$ cat src/rtl/ex_mul_div.sv
// ex_mul_div: iterative RV64M multiply/divide unit in the execute stage.
// Shift-add multiply and restoring divide on magnitudes, one bit per cycle, one registered result beat.
module ex_mul_div #(
  parameter int W = 64
) (
  input  logic         Clk,
  input  logic         Rst,
  input  logic [6:0]   OpCodeIn,
  input  logic [2:0]   Funct3In,
  input  logic [6:0]   Funct7In,
  input  logic [W-1:0] Rs1ReadDataIn,
  input  logic [W-1:0] Rs2ReadDataIn,
  input  logic [4:0]   RdAddrIn,
  input  logic         RdWriteEnableIn,
  input  logic         FlushIn,
  output logic         HoldFlagToCtrl,
  output logic         ResultValidOut,
  output logic [W-1:0] ResultOut,
  output logic [4:0]   RdAddrOut,
  output logic         RdWriteEnableOut
);
  localparam int HW = W / 2;
  localparam int CW = $clog2(W);
  localparam logic [CW-1:0] LAST = CW'(W - 1);
  localparam logic [6:0] OP_M  = 7'b0110011;
  localparam logic [6:0] OP_MW = 7'b0111011;

  typedef enum logic [1:0] {S_IDLE, S_MUL, S_DIV, S_DONE} state_t;

  state_t           state_q, state_d;
  logic [CW-1:0]    cnt_q, cnt_d;
  logic [2*W-1:0]   acc_q, acc_d;
  logic [W-1:0]     rem_q, rem_d;
  logic [W-1:0]     opb_q, opb_d;
  logic [2:0]       f3_q, f3_d;
  logic             is_w_q, is_w_d;
  logic             neg_q, neg_d;
  logic [4:0]       rd_q, rd_d;
  logic [W-1:0]     result_q, result_d;
  logic [4:0]       rd_out_q, rd_out_d;
  logic             valid_q, valid_d;

  // Operand extension for the W variants: low half, sign- or zero-extended.
  function automatic logic [W-1:0] w_extend(input logic w, input logic sgn, input logic [W-1:0] v);
    logic [W-1:0] r;
    if (!w) r = v;
    else    r = {{HW{sgn & v[HW-1]}}, v[HW-1:0]};
    return r;
  endfunction

  function automatic logic [W-1:0] w_result(input logic w, input logic [W-1:0] v);
    return w ? {{HW{v[HW-1]}}, v[HW-1:0]} : v;
  endfunction

  logic         is_w, start, a_signed, b_signed, sign_a, sign_b;
  logic         div_zero, div_ovf, neg_start;
  logic [W-1:0] a_ext, b_ext, mag_a, mag_b, most_neg, special_val;

  always_comb begin
    is_w        = (OpCodeIn == OP_MW);
    start       = RdWriteEnableIn && (Funct7In == 7'b0000001) &&
                  ((OpCodeIn == OP_M) || (is_w && ((Funct3In == 3'b000) || Funct3In[2])));
    a_signed    = Funct3In[2] ? ~Funct3In[0] : (Funct3In[1:0] != 2'b11);
    b_signed    = Funct3In[2] ? ~Funct3In[0] : ~Funct3In[1];
    a_ext       = w_extend(is_w, a_signed, Rs1ReadDataIn);
    b_ext       = w_extend(is_w, b_signed, Rs2ReadDataIn);
    sign_a      = a_signed & a_ext[W-1];
    sign_b      = b_signed & b_ext[W-1];
    mag_a       = sign_a ? -a_ext : a_ext;
    mag_b       = sign_b ? -b_ext : b_ext;
    // Remainder takes the dividend's sign; product and quotient take the XOR.
    neg_start   = (Funct3In[2] && Funct3In[1]) ? sign_a : (sign_a ^ sign_b);
    most_neg    = is_w ? {{(HW+1){1'b1}}, {(HW-1){1'b0}}} : {1'b1, {(W-1){1'b0}}};
    div_zero    = (b_ext == '0);
    div_ovf     = a_signed && (a_ext == most_neg) && (b_ext == '1);
    special_val = Funct3In[1] ? (div_zero ? a_ext : '0) : (div_zero ? '1 : a_ext);
  end

  logic [W:0]     mul_sum, div_trial, div_diff;
  logic [2*W-1:0] mul_next, prod_s;
  logic [W-1:0]   quo_next, rem_next, mul_sel, res_u, res_s, final_res;

  always_comb begin
    mul_sum   = {1'b0, acc_q[2*W-1:W]} + (acc_q[0] ? {1'b0, opb_q} : '0);
    mul_next  = {mul_sum, acc_q[W-1:1]};
    // Trial remainder is W+1 bits; bit W of the difference is the borrow.
    div_trial = {rem_q, acc_q[W-1]};
    div_diff  = div_trial - {1'b0, opb_q};
    quo_next  = {acc_q[W-2:0], ~div_diff[W]};
    rem_next  = div_diff[W] ? div_trial[W-1:0] : div_diff[W-1:0];
    prod_s    = neg_q ? -mul_next : mul_next;
    mul_sel   = (f3_q[1:0] == 2'b00) ? prod_s[W-1:0] : prod_s[2*W-1:W];
    res_u     = f3_q[1] ? rem_next : quo_next;
    res_s     = neg_q ? -res_u : res_u;
    final_res = w_result(is_w_q, f3_q[2] ? res_s : mul_sel);
  end

  always_comb begin
    state_d  = state_q;
    cnt_d    = cnt_q;
    acc_d    = acc_q;
    rem_d    = rem_q;
    opb_d    = opb_q;
    f3_d     = f3_q;
    is_w_d   = is_w_q;
    neg_d    = neg_q;
    rd_d     = rd_q;
    result_d = result_q;
    rd_out_d = rd_out_q;
    valid_d  = 1'b0;
    unique case (state_q)
      S_IDLE: begin
        if (start) begin
          f3_d   = Funct3In;
          is_w_d = is_w;
          neg_d  = neg_start;
          rd_d   = RdAddrIn;
          cnt_d  = '0;
          acc_d  = {{W{1'b0}}, mag_a};
          rem_d  = '0;
          opb_d  = mag_b;
          if (!Funct3In[2]) begin
            state_d = S_MUL;
          end else if (div_zero || div_ovf) begin
            state_d  = S_DONE;
            valid_d  = 1'b1;
            result_d = w_result(is_w, special_val);
            rd_out_d = RdAddrIn;
          end else begin
            state_d = S_DIV;
          end
        end
      end
      S_MUL, S_DIV: begin
        if (state_q == S_MUL) begin
          acc_d = mul_next;
        end else begin
          acc_d = {acc_q[2*W-1:W], quo_next};
          rem_d = rem_next;
        end
        cnt_d = cnt_q + CW'(1);
        if (cnt_q == LAST) begin
          state_d  = S_DONE;
          valid_d  = 1'b1;
          result_d = final_res;
          rd_out_d = rd_q;
        end
      end
      default: state_d = S_IDLE;
    endcase
    // A kill abandons any operation in flight; the beat already in DONE still goes out.
    if (FlushIn) begin
      state_d  = S_IDLE;
      valid_d  = 1'b0;
      result_d = result_q;
      rd_out_d = rd_out_q;
    end
  end

  always_ff @(posedge Clk or negedge Rst) begin
    if (!Rst) begin
      state_q  <= S_IDLE;
      cnt_q    <= '0;
      result_q <= '0;
      rd_out_q <= '0;
      valid_q  <= 1'b0;
    end else begin
      state_q  <= state_d;
      cnt_q    <= cnt_d;
      result_q <= result_d;
      rd_out_q <= rd_out_d;
      valid_q  <= valid_d;
    end
  end

  always_ff @(posedge Clk) begin
    acc_q  <= acc_d;
    rem_q  <= rem_d;
    opb_q  <= opb_d;
    f3_q   <= f3_d;
    is_w_q <= is_w_d;
    neg_q  <= neg_d;
    rd_q   <= rd_d;
  end

  assign HoldFlagToCtrl   = Rst & (((state_q == S_IDLE) & start & ~FlushIn) |
                                   (state_q == S_MUL) | (state_q == S_DIV));
  assign ResultValidOut   = valid_q;
  assign RdWriteEnableOut = valid_q;
  assign ResultOut        = result_q;
  assign RdAddrOut        = rd_out_q;

endmodule

$ cat config.mk
export PLATFORM = sky130hd
export DESIGN_NAME = ex_mul_div
export DESIGN_NICKNAME = d
export VERILOG_FILES = /design/src/rtl/ex_mul_div.sv
export SDC_FILE = /design/constraint.sdc
export NUM_CORES = 2
export LEC_CHECK = 0
export CAP_MARGIN = 15
export CORE_MARGIN = 1
export CORE_UTILIZATION = 60
export DETAILED_ROUTE_END_ITERATION = 8
export HOLD_SLACK_MARGIN = 0.08
export PLACE_DENSITY = 0.86
export SKIP_CTS_REPAIR_TIMING = 1
export SLEW_MARGIN = 20
export SYNTH_ARGS = -nofsm -noshare
export SYNTH_HDL_FRONTEND = slang
export SYNTH_SLANG_ARGS = --single-unit
$ cat constraint.sdc
create_clock -name Clk -period 13.6 [get_ports Clk]
set_input_delay 2.72 -clock Clk [delete_from_list [all_inputs] [get_ports Clk]]
set_output_delay 2.72 -clock Clk [all_outputs]
set_load 0.005 [all_outputs]
==> impl_metrics.env <==
export IMPL_synthXorXnorAreaFrac=0.0884
export IMPL_vias=39000
export IMPL_synth_simple_gate_area_share=0.234
export IMPL_synth_warning_count=0
export IMPL_synth_ff_type="edfxtp_1"
export IMPL_cp_num_buf_inv=3
export IMPL_fin_skew_ns=0.0248
export IMPL_cp_arrival_ns=8.43
export IMPL_status="finished, violations left"
export IMPL_path_cells="inv_1 > ha_1 > fa_1 > nand2b_1 > a21o_1 > a21boi_4 > o21a_4 > o211ai_2 > and3_1 > buf_4 > mux2i_4 > buf_4 > o21ai_0 > a21oi_1 > ha_1 > nand2_1 > a21o_1 > or4_1 > nor4_1 > nand2_1 > a31oi_1 > a31oi_1 > o31ai_1"
export IMPL_wl_per_cell_um=28.5
export IMPL_setup_viol=0
export IMPL_synth_top_family_by_area="compound AO/OA/AOI/OAI gates"
export IMPL_finalCriticalPeriod_ns=7.90
export IMPL_critPathSlowestCell="nor4_1"
export IMPL_ff2ff_setup_slack_ns=5.70
export IMPL_grt_pass1_wl_mm=225
export IMPL_worst_slack_ns=5.70
export IMPL_drt_wl_total_mm=154
export IMPL_hold_depth=2
export IMPL_tightest_slew_ns=1.15
export IMPL_drtIter0Drc=6330
export IMPL_ctsHtreeMaxLevel=2
export IMPL_layout_commonest_cell="nor2_1"
export IMPL_dp_hpwl_mm=116
export IMPL_power_density_nw_per_um2=67.3
export IMPL_grt_overflow=0
export IMPL_worstPathMaxFanout=56
export IMPL_synth_cell_types=113
export IMPL_grt_antenna_before_repair=6
export IMPL_layout_drive_gt1_share=0.0535
export IMPL_peakVddDrop_uv=120
export IMPL_crit_path_end_kind="flip-flop"
export IMPL_n_fill_cell=4884
export IMPL_clk_path_buf_depth=3
export IMPL_whs_endpoint="ResultOut[8]"
export IMPL_die_w_um=244
export IMPL_timing_rr_end="ResultOut[42]"
export IMPL_core_sq_um=57900
export IMPL_seq_area_frac_synth=0.282
export IMPL_slew_viol_final=0
export IMPL_synth_area_sq_um=35300
export IMPL_dr_pass1_iters=9
export IMPL_synth_area_mux_share=0.0401
export IMPL_grt_max_degree=165
export IMPL_synth_edf_count=266
export IMPL_clk_pin_slew_ns=0.07
export IMPL_num_rows=88
export IMPL_synth_cells=4550
export IMPL_grt_pass1_vias=35500
export IMPL_clk_latency_ns=0.63
export IMPL_cp_required_ns=14.13
export IMPL_cp_slowest_stage_delay_ns=0.73
export IMPL_layout_common_cells="nor2_1, a21oi_1, nand2_1"
export IMPL_r2r_start="acc_q[63]"
export IMPL_async_flop_share=0.227
export IMPL_tritoncts="done"
export IMPL_synth_fp_nets=4844
export IMPL_violations="design-rule violations"
export IMPL_slew_headroom=0.229
export IMPL_cts_sinks=344
export IMPL_min_from="ResultOut[8]"
export IMPL_synthAdderAreaFrac=0.0501
export IMPL_seqCellArea_sq_um=9940
export IMPL_report_final_hold_viol_count=0
export IMPL_worstSetupPathType="flip-flop to flip-flop"
export IMPL_multiInputGateArea_sq_um=23800
export IMPL_hp_class="flip-flop to flip-flop"
export IMPL_portBuffers=225
export IMPL_detail_route_antenna_nets=0
export IMPL_fin_nets=4894
export IMPL_drcViolationCount=3
export IMPL_syn_to_final_growth_pct=11.9
export IMPL_gp_congestion=1.11
export IMPL_min_period_over_period=0.581
export IMPL_die_h_um=244
export IMPL_tns_ns=0
export IMPL_ys_seq_elements=344
export IMPL_vias_per_cell=7.22
export IMPL_synth_compound_area_frac=0.260
export IMPL_gr_usage_all_layers=0.502
export IMPL_cp_start_kind="flip-flop"
export IMPL_syn_avg_cell_area_sq_um=7.75
export IMPL_crit_family="compound AO/OA/AOI/OAI gates"
export IMPL_initial_core_util=0.609
export IMPL_die_area_sq_um=59700
export IMPL_leakage_uw=0.0146
export IMPL_pre_cts_ws_ns=5.35
export IMPL_numCtsBuffers=43
export IMPL_rsz0062_at_grt="no"
export IMPL_clockRootBuffer="clkbuf_16"
export IMPL_drv_cap=0
export IMPL_max_freq_mhz=127
export IMPL_io_pins=226
export IMPL_rr_worst_depth=23
-- worst register-to-register path, stage by stage (launching register included) --
cell      delay (ns)
edfxtp_1        0.66
inv_1           0.30
ha_1            0.31
fa_1            0.40
nand2b_1        0.19
a21o_1          0.23
a21boi_4        0.19
o21a_4          0.23
o211ai_2        0.12
and3_1          0.26
buf_4           0.24
mux2i_4         0.17
buf_4           0.60
o21ai_0         0.31
a21oi_1         0.49
ha_1            0.36
nand2_1         0.08
a21o_1          0.21
or4_1           0.67
nor4_1          0.73
nand2_1         0.28
a31oi_1         0.23
a31oi_1         0.25
o31ai_1         0.31
-- metal layers --
metal  global-route usage  vias to the layer above  wire [um]
met1                0.641                    18100      56100
met3                0.170                      723      22700
met5                    0                        -         59
met4                0.332                        8      13000
met2                0.716                     3184      62000
li1                     -                    17000          -
-- report_power, final --
| group | total, uW | leakage [uW] | internal (uW) | switching [uW] |
|---|---|---|---|---|
| combinational | 230 | 0.0100 | 93.6 | 136 |
| sequential | 1130 | 0.00381 | 1130 | 0.0770 |
| clock | 1290 | 0.000747 | 757 | 533 |
| total | 2660 | 0.0146 | 1990 | 669 |
-- flip-flops by register name, summed over array words and instances (netlist names) --
| name | count |
|---|---|
| state_q | 2 |
| neg_q | 1 |
| RdAddrOut | 5 |
| acc_q | 128 |
| f3_q | 3 |
| rd_q | 5 |
| RdWriteEnableOut | 1 |
| is_w_q | 1 |
| ResultOut | 64 |
| rem_q | 64 |
| cnt_q | 6 |
| opb_q | 64 |
-- synthesized netlist by cell type, drive strengths merged (14+ instances only) --
cell type / count / area [sq um]
a31oi: 41 / 263
mux2i: 125 / 1250
or4: 35 / 270
o22ai: 26 / 163
a211oi: 65 / 488
a21boi: 19 / 158
o211ai: 52 / 400
nand3: 88 / 440
buf: 47 / 249
nand4: 80 / 507
a21oi: 492 / 2470
nor4: 49 / 319
and4: 16 / 140
xnor2: 207 / 1810
mux2: 14 / 161
nor2b: 24 / 150
a221oi: 20 / 181
nand2b: 32 / 200
edfxtp: 266 / 7990
or2: 37 / 231
o21a: 36 / 278
o21ai: 317 / 1590
or3: 70 / 438
o21bai: 19 / 143
and2: 99 / 619
clkbuf: 234 / 880
inv: 122 / 458
nor3: 113 / 571
xor2: 149 / 1310
a21o: 67 / 503
dfrtp: 78 / 1950
nor2: 577 / 2180
o41ai: 42 / 375
o31ai: 94 / 711
nand2: 421 / 1580
ha: 138 / 1730
and3: 36 / 225
o221ai: 14 / 123
-- worst max path at each step --
stage                     start             to  depth (start not counted)
detailed placement  OpCodeIn[0]  ResultOut[50]                         18
finish                acc_q[63]  ResultOut[42]                         23
CTS                 OpCodeIn[0]  ResultOut[49]                         19
global placement    OpCodeIn[0]  ResultOut[40]                         19
global route        OpCodeIn[0]  ResultOut[50]                         18
floorplan           Funct3In[1]       rem_q[0]                          7
-- final cells by class --
type / instances / area share
timing repair buffer: 286 / 0.0690
tap: 765 / 0.0243
clock buffer: 52 / 0.0289
sequential: 344 / 0.252
inverter: 123 / 0.0117
clock inverter: 27 / 0.00989
antenna: 6 / 0.000380
multi-input combinational: 3802 / 0.604
-- metrics by stage --
step	hold WS, ns	power (uW)	std cells	utilization	cell area, sq um
after floorplan	0.463	1260	4550	-	35300
after global placement	0.466	1370	5320	0.654	37900
after detailed placement	0.473	1370	5320	0.654	37900
after CTS	0.484	2640	5399	0.681	39400
after global routing	0.514	2690	5400	0.681	39500
final	0.482	2660	5405	0.681	39500
-- kinds of logic (layout without fill, tap and decap cells) --
group	after synthesis	in the layout
AO/OA/AOI/OAI	1447	1447
XOR/XNOR	356	356
adder cells (fa/ha/maj)	140	140
buffers and inverters	404	488
flip-flops	344	344
multiplexers	139	139
other	0	6
AND/OR/NAND/NOR	1720	1720
(Power assumes the default switching activity.)
